**src/rtl/payout_controller_if.sv**
```systemverilog
// payout_controller_if
// Groups the vend/payout signals between the vending FSM, the product
// motor/sensor, the coin hopper and the payout controller.
//   slave  : the payout controller side
//   master : the environment side (vending FSM, sensor, hopper)
// Signals:
//   dispense/change       vend request pulse with change owed (units of Rs5)
//   motor_on/vend_done    product motor drive and delivered-item pulse
//   coin_valid/coin_out/coin_ready  coin eject handshake to the hopper
//   hopper10_empty        Rs10 hopper out of stock
//   busy/pending/overflow/fault     status
interface payout_controller_if;
  logic       dispense;
  logic [1:0] change;
  logic       motor_on;
  logic       vend_done;
  logic       coin_valid;
  logic [1:0] coin_out;
  logic       coin_ready;
  logic       hopper10_empty;
  logic       busy;
  logic [2:0] pending;
  logic       overflow;
  logic       fault;

  modport slave (
    input  dispense, change, vend_done, coin_ready, hopper10_empty,
    output motor_on, coin_valid, coin_out, busy, pending, overflow, fault
  );

  modport master (
    output dispense, change, vend_done, coin_ready, hopper10_empty,
    input  motor_on, coin_valid, coin_out, busy, pending, overflow, fault
  );
endinterface

```
**src/rtl/payout_controller.sv**
```systemverilog
// payout_controller
// Queues vend requests (with change owed) in a 4-entry FIFO and serves
// them one at a time: run the product motor until the sensor reports
// delivery, then pay the change out coin by coin through a valid/ready
// handshake with the hopper. A vend that never completes within 200
// cycles locks the block in FAULT until reset.
// Ports:
//   clk    system clock, rising edge
//   reset  asynchronous active-low reset
//   bus    payout_controller_if.slave (request, motor, hopper, status)
module payout_controller (
  input  logic                       clk,
  input  logic                       reset,
  payout_controller_if.slave         bus
);

  typedef enum logic [1:0] {IDLE, VEND, PAY, FAULT} state_t;

  state_t     state;
  logic [1:0] fifo_mem [4];
  logic [1:0] wr_ptr;
  logic [1:0] rd_ptr;
  logic [2:0] count;
  logic [1:0] remaining;
  logic [7:0] vend_cnt;
  logic       motor_on;
  logic       coin_valid;
  logic [1:0] coin_out;
  logic       overflow;
  logic       fault;

  logic       pop;
  logic       push_ok;
  logic [1:0] rem_after;

  // Rs10 only while at least two units are owed and the Rs10 hopper has stock.
  function automatic logic [1:0] pick_coin(input logic [1:0] rem,
                                           input logic       empty10);
    return ((rem >= 2'd2) && !empty10) ? 2'b10 : 2'b01;
  endfunction

  // A full queue can still take a push in the cycle IDLE pops its head.
  assign pop     = (state == IDLE) && (count != 3'd0);
  assign push_ok = bus.dispense && ((count != 3'd4) || pop);

  // The coin_out encoding equals its value in Rs5 units.
  assign rem_after = remaining - coin_out;

  // Request FIFO with sticky overflow flag.
  always_ff @(posedge clk or negedge reset) begin
    if (!reset) begin
      wr_ptr   <= 2'd0;
      rd_ptr   <= 2'd0;
      count    <= 3'd0;
      overflow <= 1'b0;
      for (int i = 0; i < 4; i++) fifo_mem[i] <= 2'b00;
    end else begin
      if (push_ok) begin
        fifo_mem[wr_ptr] <= bus.change;
        wr_ptr           <= wr_ptr + 2'd1;
      end
      if (pop) rd_ptr <= rd_ptr + 2'd1;
      if (bus.dispense && !push_ok) overflow <= 1'b1;
      count <= count + {2'b00, push_ok} - {2'b00, pop};
    end
  end

  // Service FSM; motor and coin outputs are registered so they change
  // together with the state.
  always_ff @(posedge clk or negedge reset) begin
    if (!reset) begin
      state      <= IDLE;
      remaining  <= 2'd0;
      vend_cnt   <= 8'd0;
      motor_on   <= 1'b0;
      coin_valid <= 1'b0;
      coin_out   <= 2'b00;
      fault      <= 1'b0;
    end else begin
      case (state)
        IDLE: begin
          if (pop) begin
            remaining <= fifo_mem[rd_ptr];
            vend_cnt  <= 8'd0;
            motor_on  <= 1'b1;
            state     <= VEND;
          end
        end
        VEND: begin
          // Delivery in the same cycle as the timeout still counts as success.
          if (bus.vend_done) begin
            motor_on <= 1'b0;
            if (remaining != 2'd0) begin
              coin_valid <= 1'b1;
              coin_out   <= pick_coin(remaining, bus.hopper10_empty);
              state      <= PAY;
            end else begin
              state <= IDLE;
            end
          end else if (vend_cnt == 8'd200) begin
            motor_on <= 1'b0;
            fault    <= 1'b1;
            state    <= FAULT;
          end else begin
            vend_cnt <= vend_cnt + 8'd1;
          end
        end
        PAY: begin
          // coin_out is only re-chosen after an accepted coin, so hopper
          // stock changes during a stalled handshake cannot alter it.
          if (bus.coin_ready) begin
            remaining <= rem_after;
            if (rem_after == 2'd0) begin
              coin_valid <= 1'b0;
              coin_out   <= 2'b00;
              state      <= IDLE;
            end else begin
              coin_out <= pick_coin(rem_after, bus.hopper10_empty);
            end
          end
        end
        FAULT: begin
          motor_on   <= 1'b0;
          coin_valid <= 1'b0;
          coin_out   <= 2'b00;
        end
        default: state <= IDLE;
      endcase
    end
  end

  assign bus.motor_on   = motor_on;
  assign bus.coin_valid = coin_valid;
  assign bus.coin_out   = coin_out;
  assign bus.pending    = count;
  assign bus.overflow   = overflow;
  assign bus.fault      = fault;
  assign bus.busy       = (state != IDLE) || (count != 3'd0);

endmodule
```
**src/flat_wrapper.sv**
```systemverilog
// flat-port wrapper written by rule: the top's interface ports become plain ports
module payout_controller_flat 
  (clk, reset, bus_dispense, bus_change, bus_vend_done, bus_coin_ready, bus_hopper10_empty, bus_motor_on, bus_coin_valid, bus_coin_out, bus_busy, bus_pending, bus_overflow, bus_fault);
  payout_controller_if bus_i ();
  input  logic clk;
  input  logic reset;
  input wire logic [$bits(bus_i.dispense)-1:0] bus_dispense;
  input wire logic [$bits(bus_i.change)-1:0] bus_change;
  input wire logic [$bits(bus_i.vend_done)-1:0] bus_vend_done;
  input wire logic [$bits(bus_i.coin_ready)-1:0] bus_coin_ready;
  input wire logic [$bits(bus_i.hopper10_empty)-1:0] bus_hopper10_empty;
  output wire logic [$bits(bus_i.motor_on)-1:0] bus_motor_on;
  output wire logic [$bits(bus_i.coin_valid)-1:0] bus_coin_valid;
  output wire logic [$bits(bus_i.coin_out)-1:0] bus_coin_out;
  output wire logic [$bits(bus_i.busy)-1:0] bus_busy;
  output wire logic [$bits(bus_i.pending)-1:0] bus_pending;
  output wire logic [$bits(bus_i.overflow)-1:0] bus_overflow;
  output wire logic [$bits(bus_i.fault)-1:0] bus_fault;
  assign bus_i.dispense = bus_dispense;
  assign bus_i.change = bus_change;
  assign bus_i.vend_done = bus_vend_done;
  assign bus_i.coin_ready = bus_coin_ready;
  assign bus_i.hopper10_empty = bus_hopper10_empty;
  assign bus_motor_on = bus_i.motor_on;
  assign bus_coin_valid = bus_i.coin_valid;
  assign bus_coin_out = bus_i.coin_out;
  assign bus_busy = bus_i.busy;
  assign bus_pending = bus_i.pending;
  assign bus_overflow = bus_i.overflow;
  assign bus_fault = bus_i.fault;
  payout_controller u_core (.clk(clk), .reset(reset), .bus(bus_i));
endmodule
```
**config.mk**
```make
export PLATFORM = sky130hd
export DESIGN_NAME = payout_controller_flat
export DESIGN_NICKNAME = d
export VERILOG_FILES = /design/src/rtl/payout_controller_if.sv /design/src/rtl/payout_controller.sv /design/src/flat_wrapper.sv
export SDC_FILE = /design/constraint.sdc
export NUM_CORES = 1
export LEC_CHECK = 0
export ABC_AREA = 1
export BUFFER_PORTS_ARGS = -buffer_cell sky130_fd_sc_hd__buf_2
export CAP_MARGIN = 20
export CORE_UTILIZATION = 55
export CTS_BUF_LIST = sky130_fd_sc_hd__clkbuf_16
export CTS_CLUSTER_SIZE = 30
export DETAILED_ROUTE_END_ITERATION = 6
export MAX_ROUTING_LAYER = met4
export PLACE_DENSITY = 0.78
export REMOVE_ABC_BUFFERS = 1
export SLEW_MARGIN = 5
export SYNTH_ARGS = -nofsm -noshare
export SYNTH_HDL_FRONTEND = slang
export SYNTH_SLANG_ARGS = --single-unit
```
**constraint.sdc**
```tcl
create_clock -name clk -period 2.6 [get_ports clk]
set_clock_uncertainty 0.15 [all_clocks]
set_input_delay 0 -clock clk [delete_from_list [all_inputs] [get_ports clk]]
set_output_delay 0 -clock clk [all_outputs]
set_load 0.01 [all_outputs]
```
==> results.ini <==
[grt]
grt_pass1_vias=1517
grtUsageTotal=0.239
grt_pass1_wl_um=6310
gr-total-overflow=0
antenna_found_initial=0
grt_max_degree=34

[die]
die_x_um=61.7
core_region_area_um2=3360
initial_utilization=0.582
die_h_um=61.7
std_cell_rows=21
dieArea_um2=3800
design.portCount=18

[critical_path]
cpMostUsedCell=inv_1
rr_startpoint=u_core.state[0]$_DFFE_PN0P_
crit_fanout=5
crit_path_top_delay_cell=dfrtp_1
worst-path-buf-inv=4
cp_data_required_time_ns=2.64
worstPathArrival_ns=2.49
crit_type=flop to flop
critPathMaxStageDelay_ns=0.40
critPathCaptureType=flop
crit_chain=inv_1 -> ha_1 -> nand2_1 -> inv_1 -> ha_1 -> inv_1 -> ha_1 -> inv_1 -> fa_1 -> xnor2_1 -> xor2_1
cp-startpoint=u_core.state[0]$_DFFE_PN0P_
startpoint_type=flop
cpLargestDelayFamily=adder cells

[synthesis]
synthArstFlopShare=1.00
synthTopCellsByArea=dfrtp_1, nand2_1, ha_1
synth_area_leader_cell=dfrtp_1
yosys_register_bits=33
yosysSeqAreaShare=0.422
avgSynthCellArea_um2=7.93
synth_common_cells=nand2_1, inv_1, dfrtp_1
syn-cell-area_um2=1960
synth_most_common_cell=nand2_1
synth_top_flop_cell=dfrtp_1
ys_types=26
synthDominantCellAreaShare=0.422
synthCells=247
yosysWarnings=0
synth_edf_count=0

[timing]
fin_crit_sh=0.940
tightest_slew_ns=0.732
rsz0062_at_grt=no
tns_ns=0
finalMaxSlewViolations=0
finalSetupViolations=0
setup_ws_ns=0.157
hold_viol=0
fmax_mhz=409
min_period_ns=2.44
maxSlewHeadroom=0.512

[worst_hold_path]
hp-class=input pin to flop
hp-start=bus_coin_ready

[clock_tree]
htreeDepth=2
cts_buffers=5
clk-insertion-delay-late_ns=0.27
root_buffer=clkbuf_16
clk_pin_slew_ns=0.05
cts_tree=yes
cts.sinks=33
clk_path_buf_depth=2
cts_setup_buffers=0

[power]
vdd_ir_drop_max_v=0.000681
cellPowerDensity_nw_per_um2=1210
leakagePower_nw=1.20

[detailed_routing]
drc_errors=0
drt_iter0_markers=102
met3_length_um=173
drt-met1-wl_um=1830
via_count=1577
dr.pass1.iters=4
viasPerCell=4.90
routed.top_layer=met4
wl_met2_um=1720
drtAntennaViolNets=0
avgRoutedWirePerCell_um=11.7
totalWireLength_um=3760

[finish]
insertedDiodeCount=0
final-seq-area_um2=826
multiInputGateArea_um2=953
final_util=0.683
nets=297
drive_above_1_share=0.163
fill_cells=281
syn2layout_area_growth_pct=17.4

[place]
dp_slack_ns=0.223
io_buffers=17
dp_hpwl_um=2730
place.gp.congestion=0.872

[status]
status=finished clean

[flow_run]
drv_cap=0

-- layer usage --
| layer | up-vias | global-route usage |
|---|---|---|
| li1 | 826 | - |
| met1 | 708 | 0.295 |
| met2 | 34 | 0.376 |
| met3 | 9 | 0.0651 |
| met4 | 0 | 0.0825 |
| met5 | - | - |
-- path summary, 6_finish.rpt --
| kind | to | slack, ns | depth (start not counted) |
|---|---|---|---|
| worst max-delay path | u_core.bus.pending[2]$_DFF_PN0_ | 0.16 | 11 |
| worst min-delay path | u_core.bus.coin_out[1]$_DFFE_PN0P_ | 0.14 | 5 |
| worst max register to register | u_core.bus.pending[2]$_DFF_PN0_ | 0.16 | 11 |
| worst min register to register | u_core.bus.overflow$_DFFE_PN0P_ | 0.32 | 1 |
| max in group asynchronous | u_core.fifo_mem[0]$_DFFE_PN0P_ | 1.65 | 2 |
| min in group asynchronous | u_core.vend_cnt[5]$_DFFE_PN0P_ | 0.19 | 2 |
-- final cells by class --
| type | instances | share of cell area |
|---|---|---|
| clock buffer | 5 | 0.0544 |
| clock inverter | 3 | 0.0163 |
| inverter | 41 | 0.0670 |
| multi-input combinational | 171 | 0.415 |
| sequential | 33 | 0.359 |
| tap | 46 | 0.0250 |
| timing repair buffer | 23 | 0.0631 |
-- logic make-up after synthesis --
group / share of synthesized area
AOI/OAI and AO/OA: 0.107
xor gates and xnor gates: 0.0403
adders and majority gates: 0.0933
buffers and inverters: 0.0914
DFF: 0.422
and+or+nand+nor: 0.247
-- per-stage QoR --
step	area, um2	instances	hold WS, ns	power, W
floorplan	1930	245	-0.446	0.00180
global placement	2080	308	-0.0405	0.00209
detailed placement	2080	308	-0.0361	0.00212
CTS	2300	322	0.126	0.00281
global route	2300	322	0.158	0.00305
finish	2300	322	0.135	0.00278
-- flip-flops by register name, summed over array words and instances (netlist names) --
| signal | count |
|---|---|
| u_core.vend_cnt | 8 |
| u_core.bus.coin_out | 2 |
| u_core.rd_ptr | 2 |
| u_core.bus.fault | 1 |
| u_core.state | 2 |
| u_core.remaining | 2 |
| u_core.fifo_mem | 8 |
| u_core.bus.pending | 3 |
| u_core.bus.motor_on | 1 |
| u_core.wr_ptr | 2 |
| u_core.bus.coin_valid | 1 |
| u_core.bus.overflow | 1 |
-- timing repair --
item,in CTS,in global routing
hold buffers,6,0
resized for setup,0,0
hold endpoints to repair,47,0
endpoints found under the setup margin,0,0
-- tightest hold or removal path: cells and delay by family --
kind / cells / cell delay, ns
buffers and inverters: 1 / 0.08
AND/OR/NAND/NOR: 3 / 0.32
AO/OA/AOI/OAI: 1 / 0.12
-- power by group --
group | internal (W) | switching [W] | total (W)
combinational | 0.000461 | 0.000788 | 0.00125
sequential | 0.000723 | 0.000166 | 0.000890
clock | 0.000444 | 0.000201 | 0.000645
total | 0.00163 | 0.00116 | 0.00278
-- cells in the final DEF (no fill, tap or decap), types with 7 or more instances in the layout --
cell type | synthesis | final
buf_2 | 0 | 17
xor2_1 | 8 | 8
inv_1 | 37 | 38
a21oi_1 | 7 | 7
dfrtp_1 | 33 | 33
o21ai_0 | 17 | 17
nand3_1 | 9 | 9
nor2_1 | 22 | 22
ha_1 | 13 | 13
nand2_1 | 62 | 62
(Power assumes the default switching activity.)
